[src/rtl/ctr_pkg.sv]
// Shared constants for the cascaded BCD/hex up/down counter.
package ctr_pkg;
    localparam int DIGIT_W = 4;

    localparam logic MODE_HEX = 1'b0;
    localparam logic MODE_BCD = 1'b1;
    localparam logic DIR_DOWN = 1'b0;
    localparam logic DIR_UP   = 1'b1;

    localparam logic [DIGIT_W-1:0] BCD_MAX = 4'h9;
    localparam logic [DIGIT_W-1:0] HEX_MAX = 4'hF;
endpackage

[src/rtl/ctr_digit.sv]
// One 4-bit counter digit: loadable, steps up/down within 0..MAX of the current mode.
module ctr_digit
    import ctr_pkg::*;
(
    input  logic               clk,
    input  logic               reset,
    input  logic               step_i,
    input  logic               updown_i,
    input  logic               mode_i,
    input  logic               load_i,
    input  logic [DIGIT_W-1:0] load_dig_i,
    output logic [DIGIT_W-1:0] dig_o,
    output logic               at_max_o,
    output logic               at_zero_o
);
    logic [DIGIT_W-1:0] dig_q, dig_d, max_v, step_v, load_v;
    logic               oor;

    assign max_v = (mode_i == MODE_BCD) ? BCD_MAX : HEX_MAX;
    // A digit above 9 in BCD mode (left over from hex) behaves as terminal.
    assign oor       = dig_q > max_v;
    assign at_max_o  = dig_q >= max_v;
    assign at_zero_o = dig_q == '0;
    assign dig_o     = dig_q;

    assign load_v = ((mode_i == MODE_BCD) && (load_dig_i > BCD_MAX)) ? BCD_MAX : load_dig_i;

    always_comb begin
        step_v = dig_q;
        if (updown_i == DIR_UP)
            step_v = at_max_o ? '0 : dig_q + 4'd1;
        else
            step_v = (at_zero_o || oor) ? max_v : dig_q - 4'd1;
    end

    always_comb begin
        dig_d = dig_q;
        if (load_i)
            dig_d = load_v;
        else if (step_i)
            dig_d = step_v;
    end

    always_ff @(posedge clk or posedge reset) begin
        if (reset) dig_q <= '0;
        else       dig_q <= dig_d;
    end
endmodule

[src/rtl/bcd_hex_ud_counter_n.sv]
// DIGITS cascaded BCD/hex digits forming one loadable up/down counter with wrap or saturate.
module bcd_hex_ud_counter_n
    import ctr_pkg::*;
#(
    parameter int DIGITS   = 4,
    parameter int SATURATE = 0
) (
    input  logic                    clk,
    input  logic                    reset,
    input  logic                    enable,
    input  logic                    updown,
    input  logic                    mode,
    input  logic                    load,
    input  logic [4*DIGITS-1:0]     load_value,
    output logic [4*DIGITS-1:0]     count_out,
    output logic                    done,
    output logic                    wrap
);
    logic [DIGITS-1:0] at_max, at_zero, step;
    logic [DIGITS:0]   chain;
    logic              tc, adv, wrap_d, wrap_q;

    assign tc   = (updown == DIR_UP) ? &at_max : &at_zero;
    assign done = tc;
    assign adv  = enable && !load && !((SATURATE != 0) && tc);

    // chain[i] is high when every digit below i sits at its terminal for the direction.
    assign chain[0] = 1'b1;

    for (genvar i = 0; i < DIGITS; i++) begin : g_dig
        assign chain[i+1] = chain[i] && ((updown == DIR_UP) ? at_max[i] : at_zero[i]);
        assign step[i]    = adv && chain[i];

        ctr_digit u_dig (
            .clk        (clk),
            .reset      (reset),
            .step_i     (step[i]),
            .updown_i   (updown),
            .mode_i     (mode),
            .load_i     (load),
            .load_dig_i (load_value[DIGIT_W*i +: DIGIT_W]),
            .dig_o      (count_out[DIGIT_W*i +: DIGIT_W]),
            .at_max_o   (at_max[i]),
            .at_zero_o  (at_zero[i])
        );
    end

    assign wrap_d = enable && !load && tc && (SATURATE == 0);
    assign wrap   = wrap_q;

    always_ff @(posedge clk or posedge reset) begin
        if (reset) wrap_q <= 1'b0;
        else       wrap_q <= wrap_d;
    end
endmodule
[config.mk]
export PLATFORM = sky130hd
export DESIGN_NAME = bcd_hex_ud_counter_n
export DESIGN_NICKNAME = d
export VERILOG_FILES = /design/src/rtl/ctr_pkg.sv /design/src/rtl/ctr_digit.sv /design/src/rtl/bcd_hex_ud_counter_n.sv
export SDC_FILE = /design/constraint.sdc
export NUM_CORES = 1
export LEC_CHECK = 0
export ABC_AREA = 1
export CORE_ASPECT_RATIO = 1.5
export CORE_UTILIZATION = 59
export CTS_BUF_LIST = sky130_fd_sc_hd__clkbuf_8
export DETAILED_ROUTE_END_ITERATION = 8
export GPL_ROUTABILITY_DRIVEN = 1
export PLACE_DENSITY = 0.89
export SLEW_MARGIN = 20
export SYNTH_ARGS = -nofsm -noshare
export SYNTH_HDL_FRONTEND = slang
export SYNTH_SLANG_ARGS = --single-unit
[constraint.sdc]
create_clock -name clk -period 4.7 [get_ports clk]
set_clock_uncertainty 0.05 [all_clocks]
set_input_delay 0.94 -clock clk [delete_from_list [all_inputs] [get_ports clk]]
set_output_delay 0.94 -clock clk [all_outputs]
set_load 0.1 [all_outputs]
; Yosys cells after proc, flatten, opt, wreduce, memory -nomap -nowiden
; Index checks and enable logic that the tools add are counted.
; Widths: inputs -> output; s select.
[totals]
elab_cells = 80
inputBits = 22
out_inout_bits = 18
register_bits = 17
[classes]
n_reduce_logical = 26
n_lt_le_gt_ge = 12
mux = 29
n_addsub = 8
[ops]
columns = cell, n
row1 = $mux 4, 24
row2 = $add 4x1->4 const B, 4
row3 = $ge 4x4->1, 4
row4 = $gt 4x4->1, 4
row5 = $gt 4x4->1 const B, 4
row6 = $logic_not 4->1, 4
row7 = $sub 4x1->4 const B, 4
row8 = $logic_and 1x1->1, 11
row9 = $reduce_and 4->1, 2
row10 = $reduce_bool 2->1, 4
row11 = $logic_or 1x1->1, 4
row12 = $mux 1, 4
row13 = $mux 3, 1
row14 = $logic_not 1->1, 1

; Depth between registers and ports, before layout
[depth]
depth_word = 8
depth_mapped = 12
depth_no_buf = 12

; Hierarchy
; From an unflattened synthesis, not the netlist that was laid out.
[hier_totals]
cells_unflattened = 373
area_unflattened_um2 = 2205.9
[by_module_without_submodules]
columns = module, seq_area_each_um2, area_each_um2, instances, cells_each
row1 = ctr_digit at g_dig[0].u_dig ..., 100.1, 518.0, 3, 87
row2 = ctr_digit at g_dig[3].u_dig, 100.1, 511.7, 1, 86
row3 = bcd_hex_ud_counter_n, 25.0, 140.1, 1, 26

; Least setup slack after synthesis
; Ideal clock, no wire load.
[synth_timing]
path_kind = register to output
startpoint = register g_dig[0].u_dig.dig_q[2]
endpoint = output done
setup_slack_ns = 1.229
path_buffers = 0
required_ns = 3.710
arrival_time_ns = 2.481
path_stages_with_launch = 8
path_cell_list = dfrtp_1 -> ha_1 -> nand2_1 -> o21ai_1 -> nor2_1 -> nor3_1 -> nand2_1 -> nand2_1
[synth_via]
elab_chain_len = 3
elab_cells_between_ends = 5
cone_classes = order compare (1) / mux (1) / reduce/logical (3)
[synth_rtl]
columns = element, line_no
row1 = "start, declared", ctr_digit.sv:16  ; logic [DIGIT_W-1:0] dig_q, dig_d, max_v, step_v, load_v;
row2 = "start signal, assigned", ctr_digit.sv:46  ; else dig_q <= dig_d;
row3 = $ge 4x4->1 / $logic_not 4->1 (equally long branches), "ctr_digit.sv:22, ctr_digit.sv:23"
row4 = $reduce_and 4->1, bcd_hex_ud_counter_n.sv:23  ; assign tc = (updown == DIR_UP) ? &at_max : &at_zero;
row5 = $mux 1 *, bcd_hex_ud_counter_n.sv:23
row6 = "end, declared", bcd_hex_ud_counter_n.sv:16  ; output logic done,
; Every way passes the cells marked *; elsewhere a longest branch is shown, timed or not.

; Final worst setup path
[layout_timing]
startpoint = input mode
endpoint = output done
[layout_via]
elab_chain_len = 4
elab_cells_between_ends = 7
cone_classes = order compare (4) / mux (2) / reduce/logical (1)
[layout_rtl]
columns = element, line_no
row1 = "start, declared", bcd_hex_ud_counter_n.sv:12  ; input logic mode,
row2 = $mux 3 *, ctr_digit.sv:19  ; assign max_v = (mode_i == MODE_BCD) ? BCD_MAX : HEX_MAX;
row3 = $ge 4x4->1, ctr_digit.sv:22  ; assign at_max_o = dig_q >= max_v;
row4 = $reduce_and 4->1 *, bcd_hex_ud_counter_n.sv:23
row5 = $mux 1 *, bcd_hex_ud_counter_n.sv:23
; Marked as above.

==> metrics.yaml <==
run_status:
  outcome: "finished clean"
grt:
  grt_pass1_wl_mm: 8.93
  grt_pass1_vias: 2105
  grt-ovfl-total: 0
  antenna_found_initial: 0
  grt_max_degree: 20
  track_usage_pct: 29.2
timing:
  fin_setup_tns_ns: 0
  relSlewSlack_pct: 33.6
  drv_slew: 0
  tightest_slew_ns: 0.992
  setup_ws_ns: 0.630
  period_needed_ns: 4.07
  hold_viol_final: 0
  fin_crit_sh_pct: 86.6
  fmax_mhz: 246
  rsz0062_at_grt: "false"
  setup_viol: 0
clock_network:
  clkLatencyLatePin_ns: 0.26
  cts_sinks: 17
  ctsHtreeMaxLevel: 1
  cts_buffers: 3
  clk_pin_slew_ns: 0.07
  cts_tree: "yes"
  clockRootBuffer: "clkbuf_8"
  cts_setup_buffers: 0
  cts-resized-gates: 0
  clockBufferDepth: 2
  holdBufCountCts: 0
yosys:
  ys_seq_area_share_pct: 19.8
  synthCells: 329
  synth-simple-area-share_pct: 44.7
  synth_top_family_by_area: "simple AND/OR/NAND/NOR gates"
  synth_area_um2: 2150
  synth-compound-area-share_pct: 8.66
  postSynthAreaPerCell_um2: 6.55
  synth_xor_area_share_pct: 5.29
  synth-warning-count: 0
  ys_ff_latch: 17
  synth.net_count: 370
  ys_types: 33
  synth_adder_area_share_pct: 11.0
  synthMuxAreaShare_pct: 0
pwr:
  p_leak_nw: 1.34
  p_per_area_nw_per_um2: 340
  total_power_w: 0.000882
  vdd_ir_drop_max_v: 0.000287
critical_path:
  cp-start-kind: "input pin"
  timing.critical_path.required_ns: 3.71
  arrival_ns: 3.08
  r2r-start: "g_dig[1].u_dig.dig_o[2]$_DFFE_PP0P_"
  end_kind: "output port"
  path_class: "input pin to output port"
  path_max_fanout: 13
  crit_path_start: "mode"
layout:
  fillCellCount: 299
  stdcell_count: 407
  num-nets-final: 407
  drive_gt1_share_pct: 12.1
  layout_commonest_cell: "nand2_1"
  multi_input_area_um2: 1500
  antenna_cells: 0
  final-seq-area_um2: 425
  area_growth_pct: 20.4
  stdcell_area_um2: 2590
  most-common-layout-cells: "100 x nand2_1, 38 x clkdlybuf4s50_1, 37 x inv_1, 31 x nor2_1, 30 x nand3_1"
route:
  vias: 2191
  wl_met3_um: 246
  avgRoutedWirePerCell_um: 12.6
  wl_met2_mm: 2.70
  drcViolationCount: 0
  highest_layer: "met4"
  via_per_inst: 5.38
  wl_met1_mm: 2.03
  wirelength_mm: 5.11
  drtIter0Drc: 63
  drtPass1Iterations: 4
  ant_nets: 0
placed_design:
  dpl.cell_count: 403
  pre_cts_ws_ns: 0.607
  place_area_um2: 2550
  dpl.hpwl_mm: 3.89
  port_buffers: 39
  gp_congestion: 0.965
worst_hold_path:
  min-delay-start: "g_dig[2].u_dig.dig_o[1]$_DFFE_PP0P_"
  holdCritPathClass: "flop to flop"
floorplanning:
  dieArea_um2: 3900
  die_y_um: 76.0
  start_util_pct: 62.4
  coreArea_um2: 3450
  die_width_um: 51.3
  core.rowCount: 26
  io_pins: 40
run:
  drv_cap: 0
==> per-layer routing <==
metal  vias to the layer above  track usage, %
met2                        70            52.0
met5                         -               0
met1                       996            34.8
li1                       1111               -
met4                         0            11.4
met3                        14            2.59
==> critical path, stage by stage <==
cell	delay, ns
clkdlybuf4s50_1	0.73
ha_1	0.50
nand2_4	0.07
o21ai_2	0.15
nor2_1	0.07
nor3_1	0.20
nand2_1	0.09
nand2_1	0.14
buf_12	0.19
==> cell families (layout without fill, tap and decap cells) <==
family,after synthesis,in the layout
buffers and inverters,50,86
adder cells (fa/ha/maj),19,19
AO/OA/AOI/OAI,31,31
XOR/XNOR,13,13
AND/OR/NAND/NOR,199,199
flip-flops,17,17
==> report_power, final <==
group	internal (W)	switching, W	total [W]
combinational	0.000173	0.000376	0.000549
clock	0.0000581	0.0000541	0.000112
sequential	0.000169	0.0000516	0.000221
total	0.000400	0.000482	0.000882
==> synth_stat cells (all sizes together) <==
| library cell | number | area, um2 |
|---|---|---|
| inv | 42 | 160 |
| dfrtp | 17 | 425 |
| nand2 | 117 | 497 |
| nand3 | 36 | 233 |
| nand4 | 2 | 12.5 |
| or2 | 1 | 6.26 |
| nor3 | 3 | 15.0 |
| a21oi | 2 | 10.0 |
| clkbuf | 3 | 22.5 |
| a21boi | 1 | 7.51 |
| o21ai | 24 | 139 |
| o211ai | 4 | 30.0 |
| xnor2 | 4 | 35.0 |
| xor2 | 9 | 78.8 |
| nor2 | 37 | 178 |
| ha | 19 | 238 |
| nand3b | 3 | 22.5 |
| buf | 5 | 43.8 |
==> per-stage QoR <==
step                      util, %  hold slack, ns
after floorplan                 -           0.816
after global placement       73.9           0.568
after detailed placement     73.9           0.565
after CTS                    75.2           0.585
after global routing         75.2           0.608
final                        75.2           0.589
==> path summary, 6_finish.rpt <==
kind | to | slack, ns | cells after the start
max | done | 0.63 | 9
min | g_dig[2].u_dig.dig_o[1]$_DFFE_PP0P_ | 0.59 | 2
max reg2reg | g_dig[1].u_dig.dig_o[1]$_DFFE_PP0P_ | 2.82 | 12
min reg2reg | g_dig[2].u_dig.dig_o[1]$_DFFE_PP0P_ | 0.59 | 2
max in group asynchronous | g_dig[3].u_dig.dig_o[1]$_DFFE_PP0P_ | 3.09 | 2
min in group asynchronous | g_dig[0].u_dig.dig_o[3]$_DFFE_PP0P_ | 1.05 | 2
==> flip-flops by register name (all words and copies together) (netlist names) <==
| signal | count |
|---|---|
| g_dig.u_dig.dig_o | 16 |
| wrap | 1 |
==> final cells by class <==
cell class	count	share of cell area, %
Multi-Input combinational cell	262	57.9
Sequential cell	17	16.4
Timing Repair Buffer	40	15.7
Inverter	42	6.18
Tap cell	42	2.03
Clock buffer	3	1.59
Clock inverter	1	0.145
(Power assumes the default switching activity.)
